`config.mk`:
```
export PLATFORM = sky130hd
export DESIGN_NAME = rng_note_seq
export DESIGN_NICKNAME = d
export VERILOG_FILES = /design/src/rtl/rng_note_seq_pkg.sv /design/src/rtl/rng_note_seq_lfsr_core.sv /design/src/rtl/rng_note_seq.sv
export SDC_FILE = /design/constraint.sdc
export NUM_CORES = 1
export LEC_CHECK = 0
export ABC_AREA = 1
export ABC_CLOCK_PERIOD_IN_PS = 2100
export BUFFER_PORTS_ARGS = -buffer_cell sky130_fd_sc_hd__buf_2
export CAP_MARGIN = 25
export CORE_MARGIN = 3
export CORE_UTILIZATION = 52
export DETAILED_ROUTE_END_ITERATION = 16
export GPL_TIMING_DRIVEN = 0
export PLACE_DENSITY = 0.77
export REMOVE_ABC_BUFFERS = 1
export SKIP_CTS_REPAIR_TIMING = 1
export SYNTH_ARGS = -nofsm -noshare
export SYNTH_HDL_FRONTEND = slang
export SYNTH_HIERARCHICAL = 1
export SYNTH_SLANG_ARGS = --single-unit
```
`constraint.sdc`:
```
create_clock -name clk -period 2.1 [get_ports clk]
set_input_delay 0.105 -clock clk [delete_from_list [all_inputs] [get_ports clk]]
set_output_delay 0.105 -clock clk [all_outputs]
set_load 0.005 [all_outputs]
```
`src/rtl/rng_note_seq_pkg.sv`:
```
// rng_pkg: shared FSM state type and default LFSR constants for rng_note_seq.
package rng_pkg;
    typedef enum logic [1:0] {IDLE, DRAW, OFFER} rng_state_t;
    localparam logic [15:0] DEFAULT_TAPS = 16'hB400;
    localparam logic [15:0] DEFAULT_SEED = 16'hA455;
endpackage

```
`src/rtl/rng_note_seq_lfsr_core.sv`:
```
// lfsr_core: XNOR Fibonacci LFSR with runtime seed load and all-ones lock-up recovery.
module lfsr_core
    import rng_pkg::*;
#(
    parameter int                LFSR_W = 16,
    parameter logic [LFSR_W-1:0] TAPS   = LFSR_W'(DEFAULT_TAPS),
    parameter logic [LFSR_W-1:0] SEED   = LFSR_W'(DEFAULT_SEED)
) (
    input  logic              clk,
    input  logic              nrst,
    input  logic              step,
    input  logic              seed_load,
    input  logic [LFSR_W-1:0] seed,
    output logic [LFSR_W-1:0] q,
    output logic              lockup
);
    logic [LFSR_W-1:0] r_lfsr;
    logic              r_lockup;
    logic              w_fb;
    logic              w_seed_ones;

    assign w_fb        = ~^(r_lfsr & TAPS);
    assign w_seed_ones = &seed;
    assign q           = r_lfsr;
    assign lockup      = r_lockup;

    // An all-ones seed would freeze an XNOR LFSR, so it is swapped for SEED.
    always_ff @(posedge clk) begin
        if (!nrst) begin
            r_lfsr   <= SEED;
            r_lockup <= 1'b0;
        end else begin
            r_lfsr   <= seed_load ? (w_seed_ones ? SEED : seed) :
                        step      ? {r_lfsr[LFSR_W-2:0], w_fb} : r_lfsr;
            r_lockup <= seed_load && w_seed_ones;
        end
    end
endmodule

```
`src/rtl/rng_note_seq.sv`:
```
// rng_note_seq: LFSR note source with rejection-sampling draw FSM and valid/ready output.
// Define RNG_NO_REPEAT_EN to also reject a candidate equal to the previous accepted note.
module rng_note_seq
    import rng_pkg::*;
#(
    parameter int                LFSR_W    = 16,
    parameter logic [LFSR_W-1:0] TAPS      = LFSR_W'(DEFAULT_TAPS),
    parameter logic [LFSR_W-1:0] SEED      = LFSR_W'(DEFAULT_SEED),
    parameter int                NOTE_W    = 6,
    parameter int                NOTE_MAX  = 47,
    parameter int                MAX_TRIES = 4
) (
    input  logic              clk,
    input  logic              nrst,
    input  logic              en,
    input  logic              seed_load,
    input  logic [LFSR_W-1:0] seed,
    input  logic              tick,
    input  logic              note_ready,
    output logic              note_valid,
    output logic [NOTE_W-1:0] note,
    output logic [LFSR_W-1:0] rand_out,
    output logic              lockup,
    output logic              tick_drop
);
    localparam int TW = $clog2(MAX_TRIES + 1);

    rng_state_t        r_state, w_next;
    logic [NOTE_W-1:0] r_note, r_last, w_cand, w_fallback;
    logic [TW-1:0]     r_tries;
    logic              r_valid, r_tick_drop;
    logic              w_accept, w_give_up, w_step;

    lfsr_core #(.LFSR_W(LFSR_W), .TAPS(TAPS), .SEED(SEED)) u_lfsr (
        .clk      (clk),
        .nrst     (nrst),
        .step     (w_step),
        .seed_load(seed_load),
        .seed     (seed),
        .q        (rand_out),
        .lockup   (lockup)
    );

    assign note_valid = r_valid;
    assign note       = r_note;
    assign tick_drop  = r_tick_drop;

    always_ff @(posedge clk) begin
        if (!nrst) r_state <= IDLE;
        else       r_state <= w_next;
    end

    always_comb begin
        w_next = (r_state == IDLE && tick)                       ? DRAW  :
                 (r_state == DRAW && (w_accept || w_give_up))    ? OFFER :
                 (r_state == OFFER && note_ready)                ? IDLE  : r_state;
    end

    always_comb begin
        w_cand     = rand_out[NOTE_W-1:0];
`ifdef RNG_NO_REPEAT_EN
        w_accept   = (w_cand <= NOTE_W'(NOTE_MAX)) && (w_cand != r_last);
`else
        w_accept   = (w_cand <= NOTE_W'(NOTE_MAX));
`endif
        w_give_up  = !w_accept && (r_tries == TW'(MAX_TRIES - 1));
        w_fallback = (r_last == NOTE_W'(NOTE_MAX)) ? '0 : r_last + NOTE_W'(1);
        w_step     = en || (r_state == DRAW);
    end

    // Fallback notes do not update last_note; only accepted draws do.
    always_ff @(posedge clk) begin
        if (!nrst) begin
            r_note      <= '0;
            r_last      <= '0;
            r_tries     <= '0;
            r_valid     <= 1'b0;
            r_tick_drop <= 1'b0;
        end else begin
            r_tries     <= (r_state == IDLE) ? '0 :
                           (r_state == DRAW && !w_accept) ? r_tries + TW'(1) : r_tries;
            if (r_state == DRAW && w_accept) begin
                r_note <= w_cand;
                r_last <= w_cand;
            end else if (r_state == DRAW && w_give_up) begin
                r_note <= w_fallback;
            end
            r_valid     <= (w_next == OFFER);
            r_tick_drop <= tick && (r_state != IDLE);
        end
    end
endmodule

```
# ---- After elaboration in Yosys (flattened, before gate mapping)
# Cells that the tools add are included.
dict set report word_totals {
  reg_bits 36
  in_bits 22
  output_inout_bits 25
  word_cells 45
}
dict set report classes {
  addsub 2
  order_cmp 1
  eq_ne 5
  mux 9
  bitwise 1
  n_reduce_logical 19
}
# operator count
set op_table {}
lappend op_table {{two-way mux 16 bit} 3}
lappend op_table {{two-way mux 6 bit} 3}
lappend op_table {{AND reduction 16 bit} 1}
lappend op_table {{XNOR reduction 16 bit} 1}
lappend op_table {{logical AND 1 bit} 9}
lappend op_table {{adder 6 x 1 -> 6 bit (second input constant)} 1}
lappend op_table {{equality test 6 bit (second input constant)} 1}
lappend op_table {{less-or-equal comparator 6 bit (second input constant)} 1}
lappend op_table {{two-way mux 2 bit} 3}
lappend op_table {{nonzero test 2 bit} 3}
lappend op_table {{equality test 2 bit (second input constant)} 2}
lappend op_table {{adder 3 x 1 -> 3 bit (second input constant)} 1}
lappend op_table {{equality test 3 x 2 -> 1 bit (second input constant)} 1}
lappend op_table {{equality test 2 x 1 -> 1 bit (second input constant)} 1}
lappend op_table {{logical NOT 2 bit} 1}
lappend op_table {{logical OR 1 bit} 2}
lappend op_table {{OR reduction 2 bit} 1}
lappend op_table {{logical NOT 1 bit} 1}
lappend op_table {{inverter 1 bit} 1}

# ---- Longest topological paths before layout
# Gate-level depths: netlist of the first run.
dict set report logic_depth {
  word_depth 8
  depth_mapped 8
  mapped_depth_nobuf 8
}

# ---- Modules after synthesis
# Netlist of the first run, hierarchy kept.
# mod instances cells_per_inst area_per_inst_um2 seq_area_each_um2
set by_module_without_submodules {}
lappend by_module_without_submodules {lfsr_core 1 129 899.6 340.3}
lappend by_module_without_submodules {rng_note_seq 1 122 895.9 380.4}

# ---- Worst setup path before layout of the first run
# OpenSTA, ideal clock, no wires.
dict set report synth_timing {
  path_type {reg-to-reg}
  startpoint {register r_state[0]}
  endpoint {register u_lfsr.r_lfsr[14], in the netlist u_lfsr/q[14]}
  setup_ns 0.124
  arrival_ns 1.362
  required_ns 1.976
  setup_slack_ns 0.614
  stages_incl_launch_ff 9
  n_path_buf 1
  synth_period_minus_slack_ns 1.486
  cell_sequence {dfxtp_1 -> inv_2 -> nor2_4 -> or2_2 -> nor2_4 -> inv_2 -> buf_6 -> o211ai_1 -> nor2_1}
}
dict set report synth_via {
  elab_chain_len 3
}
# item line
set synth_rtl {}
lappend synth_rtl {{from (decl)} rng_note_seq.sv:28} ;# rng_state_t r_state, w_next;
lappend synth_rtl {{from (signal assigned)} rng_note_seq.sv:50} ;# else r_state <= w_next;
lappend synth_rtl {{equality test 2 x 1 -> 1 bit} rng_note_seq.sv:68} ;# w_step = en || (r_state == DRAW);
lappend synth_rtl {{logical OR 1 bit} rng_note_seq.sv:68}
lappend synth_rtl {{named net w_step} rng_note_seq.sv:32} ;# logic w_accept, w_give_up, w_step;
lappend synth_rtl {{nonzero test 2 bit (no source line)} -}
lappend synth_rtl {{to (signal assigned)} rng_note_seq_lfsr_core.sv:33} ;# r_lfsr <= seed_load ? (w_seed_ones ? SEED : seed) :
lappend synth_rtl {{to (decl)} rng_note_seq_lfsr_core.sv:17} ;# logic [LFSR_W-1:0] r_lfsr;
# The timed path passes the listed nets, and every way through them passes these cells.
# A chain may end at the register's enable or synchronous reset.

# ---- Final worst setup path of the first run
dict set report layout_timing {
  startpoint {register r_state[0]}
  endpoint {register u_lfsr.r_lfsr[5], in the netlist u_lfsr/q[5]}
}
# The elaborated chain is that of the path after synthesis.

==> results of run 1 <==
==> final timing paths <==
path	start	endpoint	slack (ns)	cells after the start
worst max-delay path	r_state[0]$_SDFF_PN0_	u_lfsr/q[5]$_SDFFE_PN0P_	0.32	7
worst min-delay path	tick	tick_drop$_SDFF_PN0_	-0.02	3
worst max register to register	r_state[0]$_SDFF_PN0_	u_lfsr/q[5]$_SDFFE_PN0P_	0.32	7
worst min register to register	r_tries[1]$_SDFFE_PP0P_	r_tries[1]$_SDFFE_PP0P_	0.47	2
==> cell families (layout without fill, tap and decap cells) <==
| logic type | after synthesis | count (layout) | share of synthesized area |
|---|---|---|---|
| buf+inv | 37 | 84 | 0.09477 |
| fa+ha+maj | 3 | 3 | 0.02091 |
| compound gates | 43 | 43 | 0.1519 |
| xor+xnor | 3 | 3 | 0.01464 |
| simple gates | 129 | 129 | 0.3164 |
| flops | 36 | 36 | 0.4014 |
==> metrics by stage <==
stage,setup WS [ns],utilization,cells,total power [mW],instance area (µm²)
finish,0.3205,0.6665,342,1.613,2118
global route,0.2187,0.6665,342,1.713,2118
CTS,0.3449,0.6665,342,1.623,2118
detailed placement,0.3578,0.6366,334,1.083,2023
global placement,0.3659,0.6366,334,1.077,2023
floorplan,0.6062,-,244,0.9710,1738
==> worst register-to-register path, cell delays in order (launching register included) <==
cell and delay (ns):
dfxtp_1 0.38, inv_2 0.13, nor2_4 0.05, or2_2 0.42
nor2_4 0.26, inv_2 0.16, o211ai_1 0.20, nor2_1 0.07
==> Yosys cell counts, types with 2 or more instances <==
cell        n
buf_6       3
inv_1      24
nor2_4      3
o221ai_1    2
o2111ai_1   4
buf_4       2
ha_1        3
nand3_1    13
nand2_2     2
a21oi_1    18
inv_2       5
dfxtp_1    36
o21ai_1     2
nor3_1      2
o21ai_0     5
nand2_1    67
xor2_1      2
o21ai_2     2
nor2_1     34
o211ai_1    6
a221oi_1    2
==> registers in the layout (all words and copies together) (netlist names) <==
register / flops
r_state: 2
r_last: 6
note_valid: 1
r_tries: 3
u_lfsr/lockup: 1
tick_drop: 1
note: 6
u_lfsr/q: 16
==> cell usage in the layout, fill, tap and decap left out, types with 2 or more instances in the layout <==
master,n
a21oi_1,18
a221oi_1,2
buf_2,46
clkbuf_4,5
clkbuf_8,2
dfxtp_1,36
ha_1,3
inv_1,24
inv_2,5
nand2_1,67
nand2_2,2
nand3_1,13
nor2_1,34
nor2_4,3
nor3_1,2
o2111ai_1,4
o211ai_1,6
o21ai_0,5
o21ai_1,2
o21ai_2,2
o221ai_1,2
xor2_1,2
==> power breakdown <==
group | total (mW) | switching, mW | internal [mW]
Combinational | 0.286 | 0.171 | 0.115
Clock | 0.547 | 0.231 | 0.316
Sequential | 0.780 | 0.0438 | 0.736
Total | 1.61 | 0.446 | 1.17
==> routing by layer <==
layer  up-vias  global-route usage  share of wire
met2        61              0.3206           0.45
met1       745              0.2882           0.46
met3         7             0.06066          0.077
met4         0             0.06596          0.010
li1        906                   -              -
met5         -                   0              0
==> area by class of cell <==
cell class	count	area, µm²	area share
clock inverter	1	30.03	0.01418
clock buffer	7	65.06	0.03071
inverter	30	112.6	0.05316
sequential	36	720.7	0.3402
multi-input combinational	178	904.6	0.4271
tap	44	55.05	0.02599
timing repair buffer	46	230.2	0.1087
==> flow_metrics.env, run 1 <==
export IMPL_start_util=0.5650
export IMPL_grt_max_degree=22
export IMPL_die_w_um=64.76
export IMPL_worst_setup_path_end_kind="flip-flop"
export IMPL_area_delta_synth_final_pct=17.98
export IMPL_n_antenna_cell=0
export IMPL_fin_skew_ns=0.006475
export IMPL_grt_use_total=0.2110
export IMPL_htree_num_levels=2
export IMPL_arrival_ns=2.00
export IMPL_wire_per_inst_um=11.81
export IMPL_synth_seq_area_share=0.4014
export IMPL_overflow=0
export IMPL_first_global_vias=1537
export IMPL_drt_vias_per_instance=5.026
export IMPL_syn_area_per_cell_um2=7.153
export IMPL_min_delay_path_class="input pin to flip-flop"
export IMPL_syn_area_um2=1795
export IMPL_max_slew_margin=0.6966
export IMPL_clock_root_buffer="clkbuf_4"
export IMPL_fin_crit_ns=1.780
export IMPL_hold_viol_final=1
export IMPL_core_area_um2=3178
export IMPL_tns_ns=0
export IMPL_max_stage_delay_ns=0.42
export IMPL_status="finished, violations left"
export IMPL_cts_made_buffers=5
export IMPL_synth_edf_count=0
export IMPL_cp_required_ns=2.32
export IMPL_synth_area_leaders="dfxtp_1 40%, nand2_1 14%, nor2_1 7.1%"
export IMPL_violations="negative hold slack"
export IMPL_drt_first_iter_violations=150
export IMPL_slew_viol_final=0
export IMPL_drc_errors=0
export IMPL_io_buffers=46
export IMPL_dieArea_um2=4194
export IMPL_rsz0062_at_grt="no"
export IMPL_grt_antenna_before_repair=0
export IMPL_num_fill_cells=307
export IMPL_worstPathMaxFanout=14
export IMPL_max_cap_viol_count=0
export IMPL_leakage_nw=0.9775
export IMPL_cts_clk_slew_worst_paths_ns=0.10
export IMPL_clk_latency_ns=0.34
export IMPL_layout_nets=322
export IMPL_critPathKind="flip-flop to flip-flop"
export IMPL_path_cells="inv_2 > nor2_4 > or2_2 > nor2_4 > inv_2 > o211ai_1 > nor2_1"
export IMPL_synth_warnings=6
export IMPL_gp_congestion=0.8235
export IMPL_clock_sinks=36
export IMPL_io_pins=47
export IMPL_post_route_period_util=0.8474
export IMPL_synth_seq_cells=36
export IMPL_dr_total_vias=1719
export IMPL_cp_start_kind="flip-flop"
export IMPL_setup_viol=0
export IMPL_dr_pass1_iters=4
export IMPL_cp_num_buf_inv=2
export IMPL_crit_slowest_cell="or2_2"
export IMPL_dpl_hpwl_mm=3.020
export IMPL_synth_top_area_frac=0.4014
export IMPL_synthCells=251
export IMPL_synth_distinct_cells=35
export IMPL_max_freq_ghz=0.5620
export IMPL_crit_family="simple AND/OR/NAND/NOR gates"
export IMPL_hold_ws_ns=-0.01864
export IMPL_synth_largest_area_cell="dfxtp_1"
export IMPL_ant_nets=0
export IMPL_worst_pin_slew_ns=0.4546
export IMPL_grt_pass1_wl_mm=6.941
export IMPL_synth_main_ff_cell="dfxtp_1"
export IMPL_powerDensity_nw_per_um2=761.6
export IMPL_ctsLongestPathBuffers=2
export IMPL_num_rows=20
export IMPL_ys_async_sr_fraction=0
export IMPL_peakVddDrop_mv=0.5385
export IMPL_drt_total_wl_mm=4.038
export IMPL_dieHeight_um=64.76
export IMPL_drive_gt1_frac=0.2383
export IMPL_tritoncts="yes"
Note: power is estimated with default switching activity, not from simulation.
==> run 2: changes to the inputs <==
--- a/config.mk
+++ b/config.mk
@@ -5,8 +5,8 @@
 export SDC_FILE = /design/constraint.sdc
 export NUM_CORES = 1
 export LEC_CHECK = 0
-export ABC_AREA = 1
-export ABC_CLOCK_PERIOD_IN_PS = 2100
+export ABC_AREA = 0
+export ABC_CLOCK_PERIOD_IN_PS = 1800
 export BUFFER_PORTS_ARGS = -buffer_cell sky130_fd_sc_hd__buf_2
 export CAP_MARGIN = 25
 export CORE_MARGIN = 3
==> constraint.sdc (replaced) <==
create_clock -name clk -period 1.8 [get_ports clk]
set_input_delay 0.09 -clock clk [delete_from_list [all_inputs] [get_ports clk]]
set_output_delay 0.09 -clock clk [all_outputs]
set_load 0.005 [all_outputs]
==> run 2 against run 1 <==
Compared with the run above: the run still ends with negative hold slack left; sequential share of layout area up 0.63 points; die area about the same; hold slack better by 0.015 ns; clock skew about the same; first-iteration DRC count down 25%; final area down 1.7%; register-to-register slack worse by 0.18 ns; utilization down 1.1 points; largest power group unchanged; area after synthesis about the same; flip-flop and latch count unchanged.
==> flow_metrics.env, run 2 <==
export IMPL_status="finished, violations left"
export IMPL_violations="negative hold slack"
export IMPL_critPathKind="flip-flop to flip-flop"
export IMPL_synth_largest_area_cell="dfxtp_1"
export IMPL_peakVddDrop_mv=0.5246
export IMPL_ant_nets=0
export IMPL_clock_root_buffer="clkbuf_4"
export IMPL_switchingPower_mw=0.4512
export IMPL_seqPwrFrac=0.570
export IMPL_r2r_start="r_last[0]$_SDFFE_PN0P_"
export IMPL_hold_viol_final=1
export IMPL_dr_pass1_iters=4
export IMPL_drt_first_iter_violations=112
export IMPL_largest_reg_flops=16
export IMPL_post_route_period_util=0.9224
export IMPL_tns_ns=0
export IMPL_synth_commonest_cells="40 x nand2_1, 36 x dfxtp_1, 15 x mux2i_1"
export IMPL_hold_depth=3
export IMPL_dieHeight_um=64.74
export IMPL_synth_most_common_cell="nand2_1"
export IMPL_final_area_um2=2083
export IMPL_synth_warnings=6
export IMPL_layout_commonest_cell="buf_2"
export IMPL_n_antenna_cell=0
export IMPL_syn_area_per_cell_um2=8.668
export IMPL_synth_seq_cells=36
export IMPL_hold_ws_ns=-0.003335
export IMPL_syn_area_um2=1794
export IMPL_max_slew_margin=0.5920
export IMPL_rsz0062_at_grt="no"
export IMPL_synth_top_area_frac=0.4017
export IMPL_layout_nets=273
export IMPL_max_cap_viol_count=0
export IMPL_io_buffers=46
export IMPL_final_cell_mix="46 x buf_2, 40 x nand2_1, 35 x dfxtp_1"
export IMPL_drive_gt1_frac=0.2500
export IMPL_synth_area_leaders="dfxtp_1 40%, mux2i_1 8.4%, nand2_1 8.4%"
export IMPL_area_delta_synth_final_pct=16.11
export IMPL_ys_async_sr_fraction=0
export IMPL_use_met2=0.3014
export IMPL_grt_antenna_before_repair=0
export IMPL_overflow=0
export IMPL_worst_setup_path_end_kind="flip-flop"
export IMPL_core_area_um2=3178
export IMPL_worstPathMaxFanout=5
export IMPL_io_pins=47
export IMPL_top_usage_layer="met2"
export IMPL_total_power_mw=1.584
export IMPL_min_delay_path_class="input pin to flip-flop"
export IMPL_ctsLongestPathBuffers=2
export IMPL_synthCells=207
export IMPL_setup_viol=0
export IMPL_max_freq_ghz=0.6023
export IMPL_slew_viol_final=0
export IMPL_critPathLaunch="r_last[0]$_SDFFE_PN0P_"
export IMPL_post_route_util=0.6555
export IMPL_synth_distinct_cells=41
export IMPL_arrival_ns=1.89
export IMPL_use_met3=0.05026
export IMPL_synth_main_ff_cell="dfxtp_1"
export IMPL_dpl_hpwl_mm=2.600
export IMPL_dr_total_vias=1552
export IMPL_first_global_vias=1396
export IMPL_combinationalPowerShare=0.180
export IMPL_cp_required_ns=2.03
export IMPL_start_util=0.5646
export IMPL_gp_congestion=0.7845
export IMPL_grt_use_total=0.1883
export IMPL_cts_clk_slew_worst_paths_ns=0.11
export IMPL_drt_vias_per_instance=5.315
export IMPL_clkPwrFrac=0.250
export IMPL_powerDensity_nw_per_um2=760.4
export IMPL_cts_made_buffers=5
export IMPL_worst_pin_slew_ns=0.6075
export IMPL_die_w_um=64.74
export IMPL_rrSetupSlack_ns=0.14
export IMPL_grt_pass1_wl_mm=6.285
export IMPL_tritoncts="yes"
export IMPL_fin_skew_ns=0.006805
export IMPL_drt_total_wl_mm=3.632
export IMPL_leakage_nw=0.9600
export IMPL_wire_per_inst_um=12.44
export IMPL_htree_num_levels=2
export IMPL_min_delay_start="seed[6]"
export IMPL_drc_errors=0
export IMPL_synth_edf_count=0
export IMPL_worst_r2r_endpoint="note[0]$_SDFFE_PN0P_"
export IMPL_p_int_mw=1.133
export IMPL_gr_usage_met1=0.2473
export IMPL_num_rows=20
export IMPL_rr_worst_depth=5
export IMPL_dpl_cell_area_um2=2022
export IMPL_grt_max_degree=38
export IMPL_cp_start_kind="flip-flop"
export IMPL_dieArea_um2=4191
export IMPL_sw_frac_of_total=0.2848
export IMPL_holdPathEnd="u_lfsr/q[6]$_SDFFE_PN1P_"
export IMPL_fin_crit_ns=1.660
export IMPL_clock_sinks=36
export IMPL_clk_latency_ns=0.33
export IMPL_synth_seq_area_share=0.4017
-- run 2: cell count changes after synthesis, sizes merged, moves of 8 or more --
cell / before / now
inv: 29 / 2
nand2: 69 / 41
nor2: 38 / 12
a21boi: 0 / 8
nand3: 14 / 6
a21oi: 19 / 10
mux2i: 0 / 15
-- run 2: layout make-up --
| class | count | area (µm²) |
|---|---|---|
| Clock buffer | 6 | 41.29 |
| Inverter | 2 | 7.507 |
| Timing Repair Buffer | 46 | 230.2 |
| Sequential cell | 36 | 721.9 |
| Clock inverter | 1 | 5.005 |
| Tap cell | 44 | 55.05 |
| Multi-Input combinational cell | 157 | 1022 |
| Fill cell | 300 | 1095 |
-- run 2: layer usage --
| layer | vias up | part of all wire |
|---|---|---|
| met1 | 693 | 0.47 |
| li1 | 812 | - |
| met2 | 43 | 0.46 |
| met5 | - | 0 |
| met4 | 0 | 0.012 |
| met3 | 4 | 0.059 |
-- run 2: logic make-up (layout without fill, tap and decap cells) --
group                      after synthesis  count (layout)  share of synthesized area
DFF                                     36              36                     0.4017
xor gates and xnor gates                 5               5                    0.02441
muxes                                   21              21                     0.1213
AOI/OAI and AO/OA                       46              46                     0.1639
and+or+nand+nor                         82              82                     0.2315
adders and majority gates                3               3                    0.02092
buffers and inverters                   14              55                    0.03626
-- run 2: how the worst max path moves through the flow --
stage | end | cells past startpoint
after global placement | u_lfsr/q[2]$_SDFFE_PN1P_ | 5
after detailed placement | u_lfsr/q[4]$_SDFFE_PN1P_ | 5
after global routing | u_lfsr/q[4]$_SDFFE_PN1P_ | 5
final | note[0]$_SDFFE_PN0P_ | 5
after floorplan | u_lfsr/q[10]$_SDFFE_PN1P_ | 5
after CTS | u_lfsr/q[4]$_SDFFE_PN1P_ | 5
-- run 2: stage by stage --
step	setup slack [ns]	instances
detailed placement	-0.3579	285
CTS	-0.3817	292
global placement	-0.3315	285
global route	0.009035	292
finish	0.1397	292
floorplan	0.01935	195
-- run 2: worst max-delay path, cell delays in order, from the launching register on --
cell	delay, ns
dfxtp_1	0.42
ha_1	0.23
nand3_2	0.10
or3b_4	0.41
nor3b_1	0.16
o221a_1	0.25
-- run 2: power by group through the flow --
stage | combinational, mW | clock, mW | sequential [mW]
2_1_floorplan | 0.165 | 0 | 0.914
3_3_place_gp | 0.279 | 0 | 0.920
3_5_place_dp | 0.284 | 0 | 0.920
4_1_cts | 0.284 | 0.403 | 0.902
5_1_grt | 0.324 | 0.436 | 0.913
6_report | 0.285 | 0.396 | 0.903
==> run 3: changes to the inputs <==
--- a/config.mk
+++ b/config.mk
@@ -9,6 +9,7 @@
 export ABC_CLOCK_PERIOD_IN_PS = 1800
 export BUFFER_PORTS_ARGS = -buffer_cell sky130_fd_sc_hd__buf_2
 export CAP_MARGIN = 25
+export CORE_ASPECT_RATIO = 1.75
 export CORE_MARGIN = 3
 export CORE_UTILIZATION = 52
 export DETAILED_ROUTE_END_ITERATION = 16
==> run 3 against run 2 <==
Compared with the run above: the run now ends clean; sequential power hardly changed; clock-buffer cell count is 1 higher; critical path depth stayed put; total power is 25% higher; flip-flop and latch count stayed put; maximum frequency is 3.0% lower; cell count stayed put.
==> flow_metrics.env, run 3 (synthesis gave the netlist of run 2 again) <==
export IMPL_fin_crit_ns=1.712
export IMPL_status="complete, no violations"
export IMPL_max_stage_delay_ns=0.49
export IMPL_max_freq_ghz=0.5840
export IMPL_drive_gt1_frac=0.2530
export IMPL_post_route_period_util=0.9513
export IMPL_layout_commonest_cell="buf_2"
export IMPL_worst_setup_path_end_kind="flip-flop"
export IMPL_leakage_nw=0.9959
export IMPL_dieArea_um2=4219
export IMPL_n_antenna_cell=0
export IMPL_clk_latency_ns=0.29
export IMPL_worstPathMaxFanout=17
export IMPL_dr_total_vias=1603
export IMPL_io_pins=47
export IMPL_grt_antenna_before_repair=0
export IMPL_grt_pass1_wl_mm=6.796
export IMPL_clock_sinks=36
export IMPL_overflow=0
export IMPL_num_rows=27
export IMPL_layout_nets=273
export IMPL_rr_worst_depth=5
export IMPL_cp_num_buf_inv=0
export IMPL_gp_congestion=0.8297
export IMPL_drt_vias_per_instance=5.490
export IMPL_hold_depth=3
export IMPL_cp_required_ns=1.95
export IMPL_arrival_ns=1.86
export IMPL_crit_family="simple AND/OR/NAND/NOR gates"
export IMPL_final_cell_mix="46 x buf_2, 40 x nand2_1, 36 x dfxtp_1"
export IMPL_grt_max_degree=38
export IMPL_min_delay_path_class="input pin to flip-flop"
export IMPL_grt_use_total=0.2065
export IMPL_fin_ws_ns=0.08765
export IMPL_io_buffers=46
export IMPL_tritoncts="yes"
export IMPL_ctsLongestPathBuffers=2
export IMPL_critical_path_depth=5
export IMPL_tns_ns=0
export IMPL_peakVddDrop_mv=0.8116
export IMPL_largest_reg_flops=16
export IMPL_powerDensity_nw_per_um2=916.9
export IMPL_dieHeight_um=83.71
export IMPL_max_slew_margin=0.5800
export IMPL_first_global_vias=1593
export IMPL_wire_per_inst_um=13.46
export IMPL_post_place_ws_ns=-0.3824
export IMPL_start_util=0.5532
export IMPL_worst_pin_slew_ns=0.6253
export IMPL_max_cap_viol_count=0
export IMPL_drt_total_wl_mm=3.929
export IMPL_hold_viol_final=0
export IMPL_cts_clk_slew_worst_paths_ns=0.07
export IMPL_cts_made_buffers=5
export IMPL_crit_slowest_cell="dfxtp_1"
export IMPL_setup_viol=0
export IMPL_core_area_um2=3243
export IMPL_die_w_um=50.41
export IMPL_cp_start_kind="flip-flop"
export IMPL_clock_root_buffer="clkbuf_8"
export IMPL_dpl_hpwl_mm=2.818
export IMPL_slew_viol_final=0
export IMPL_htree_num_levels=2
export IMPL_fin_skew_ns=0.004664
export IMPL_area_delta_synth_final_pct=20.43
export IMPL_dr_pass1_iters=4
export IMPL_critPathKind="flip-flop to flip-flop"
export IMPL_ant_nets=0
export IMPL_path_cells="nand2b_2 > nand2b_4 > mux2_1 > mux2i_1 > nand2_1"
export IMPL_drc_errors=0
export IMPL_drt_first_iter_violations=25
[run 3: cell types whose count changed in the layout (fill, tap and decap cells not counted), sizes merged]
cell    before  now
clkinv       1    0
bufinv       0    1
clkbuf       6    7
[run 3: through the flow]
stage	utilization	total power, mW	hold slack, ns	cell area (µm²)	std cells
2_1_floorplan	-	1.079	0.1519	1737	195
3_3_place_gp	0.6231	1.200	0.3309	2021	284
3_5_place_dp	0.6231	1.206	0.3282	2021	284
4_1_cts	0.6620	1.991	0.02321	2147	292
5_1_grt	0.6663	2.071	0.05279	2161	292
6_report	0.6663	1.981	0.02887	2161	292
[run 3: path summary, 6_finish.rpt]
kind	start	to	slack, ns
setup / recovery	r_state[0]$_SDFF_PN0_	u_lfsr/q[4]$_SDFFE_PN1P_	0.09
hold / removal	seed[6]	u_lfsr/q[6]$_SDFFE_PN1P_	0.03
setup reg to reg	r_state[0]$_SDFF_PN0_	u_lfsr/q[4]$_SDFFE_PN1P_	0.09
hold reg to reg	r_last[5]$_SDFFE_PN0P_	r_last[5]$_SDFFE_PN0P_	0.50
[run 3: area by class of cell]
type                       count  area [µm²]
inverter                       2       7.507
fill                         298        1082
clock buffer                   7       96.34
multi-input combinational    157        1022
timing repair buffer          46       230.2
clock inverter                 1       30.03
tap                           43       53.80
sequential                    36       720.7
[run 3: power breakdown]
part	leakage, nW	switching (mW)	internal, mW
Clock	0.0645	0.298	0.489
Sequential	0.296	0.0527	0.850
Combinational	0.635	0.152	0.139
[run 3: metal layers]
layer,up-vias,track usage,part of all wire
met5,-,0,0
met4,0,0.1201,0.030
met3,11,0.04830,0.056
met2,49,0.3643,0.53
met1,740,0.2132,0.39
li1,803,-,-
[run 3: worst reg2reg max path: stages (launching register included)]
cell and delay [ns]:
dfxtp_1 0.49, nand2b_2 0.21, nand2b_4 0.29, mux2_1 0.37
mux2i_1 0.14, nand2_1 0.08
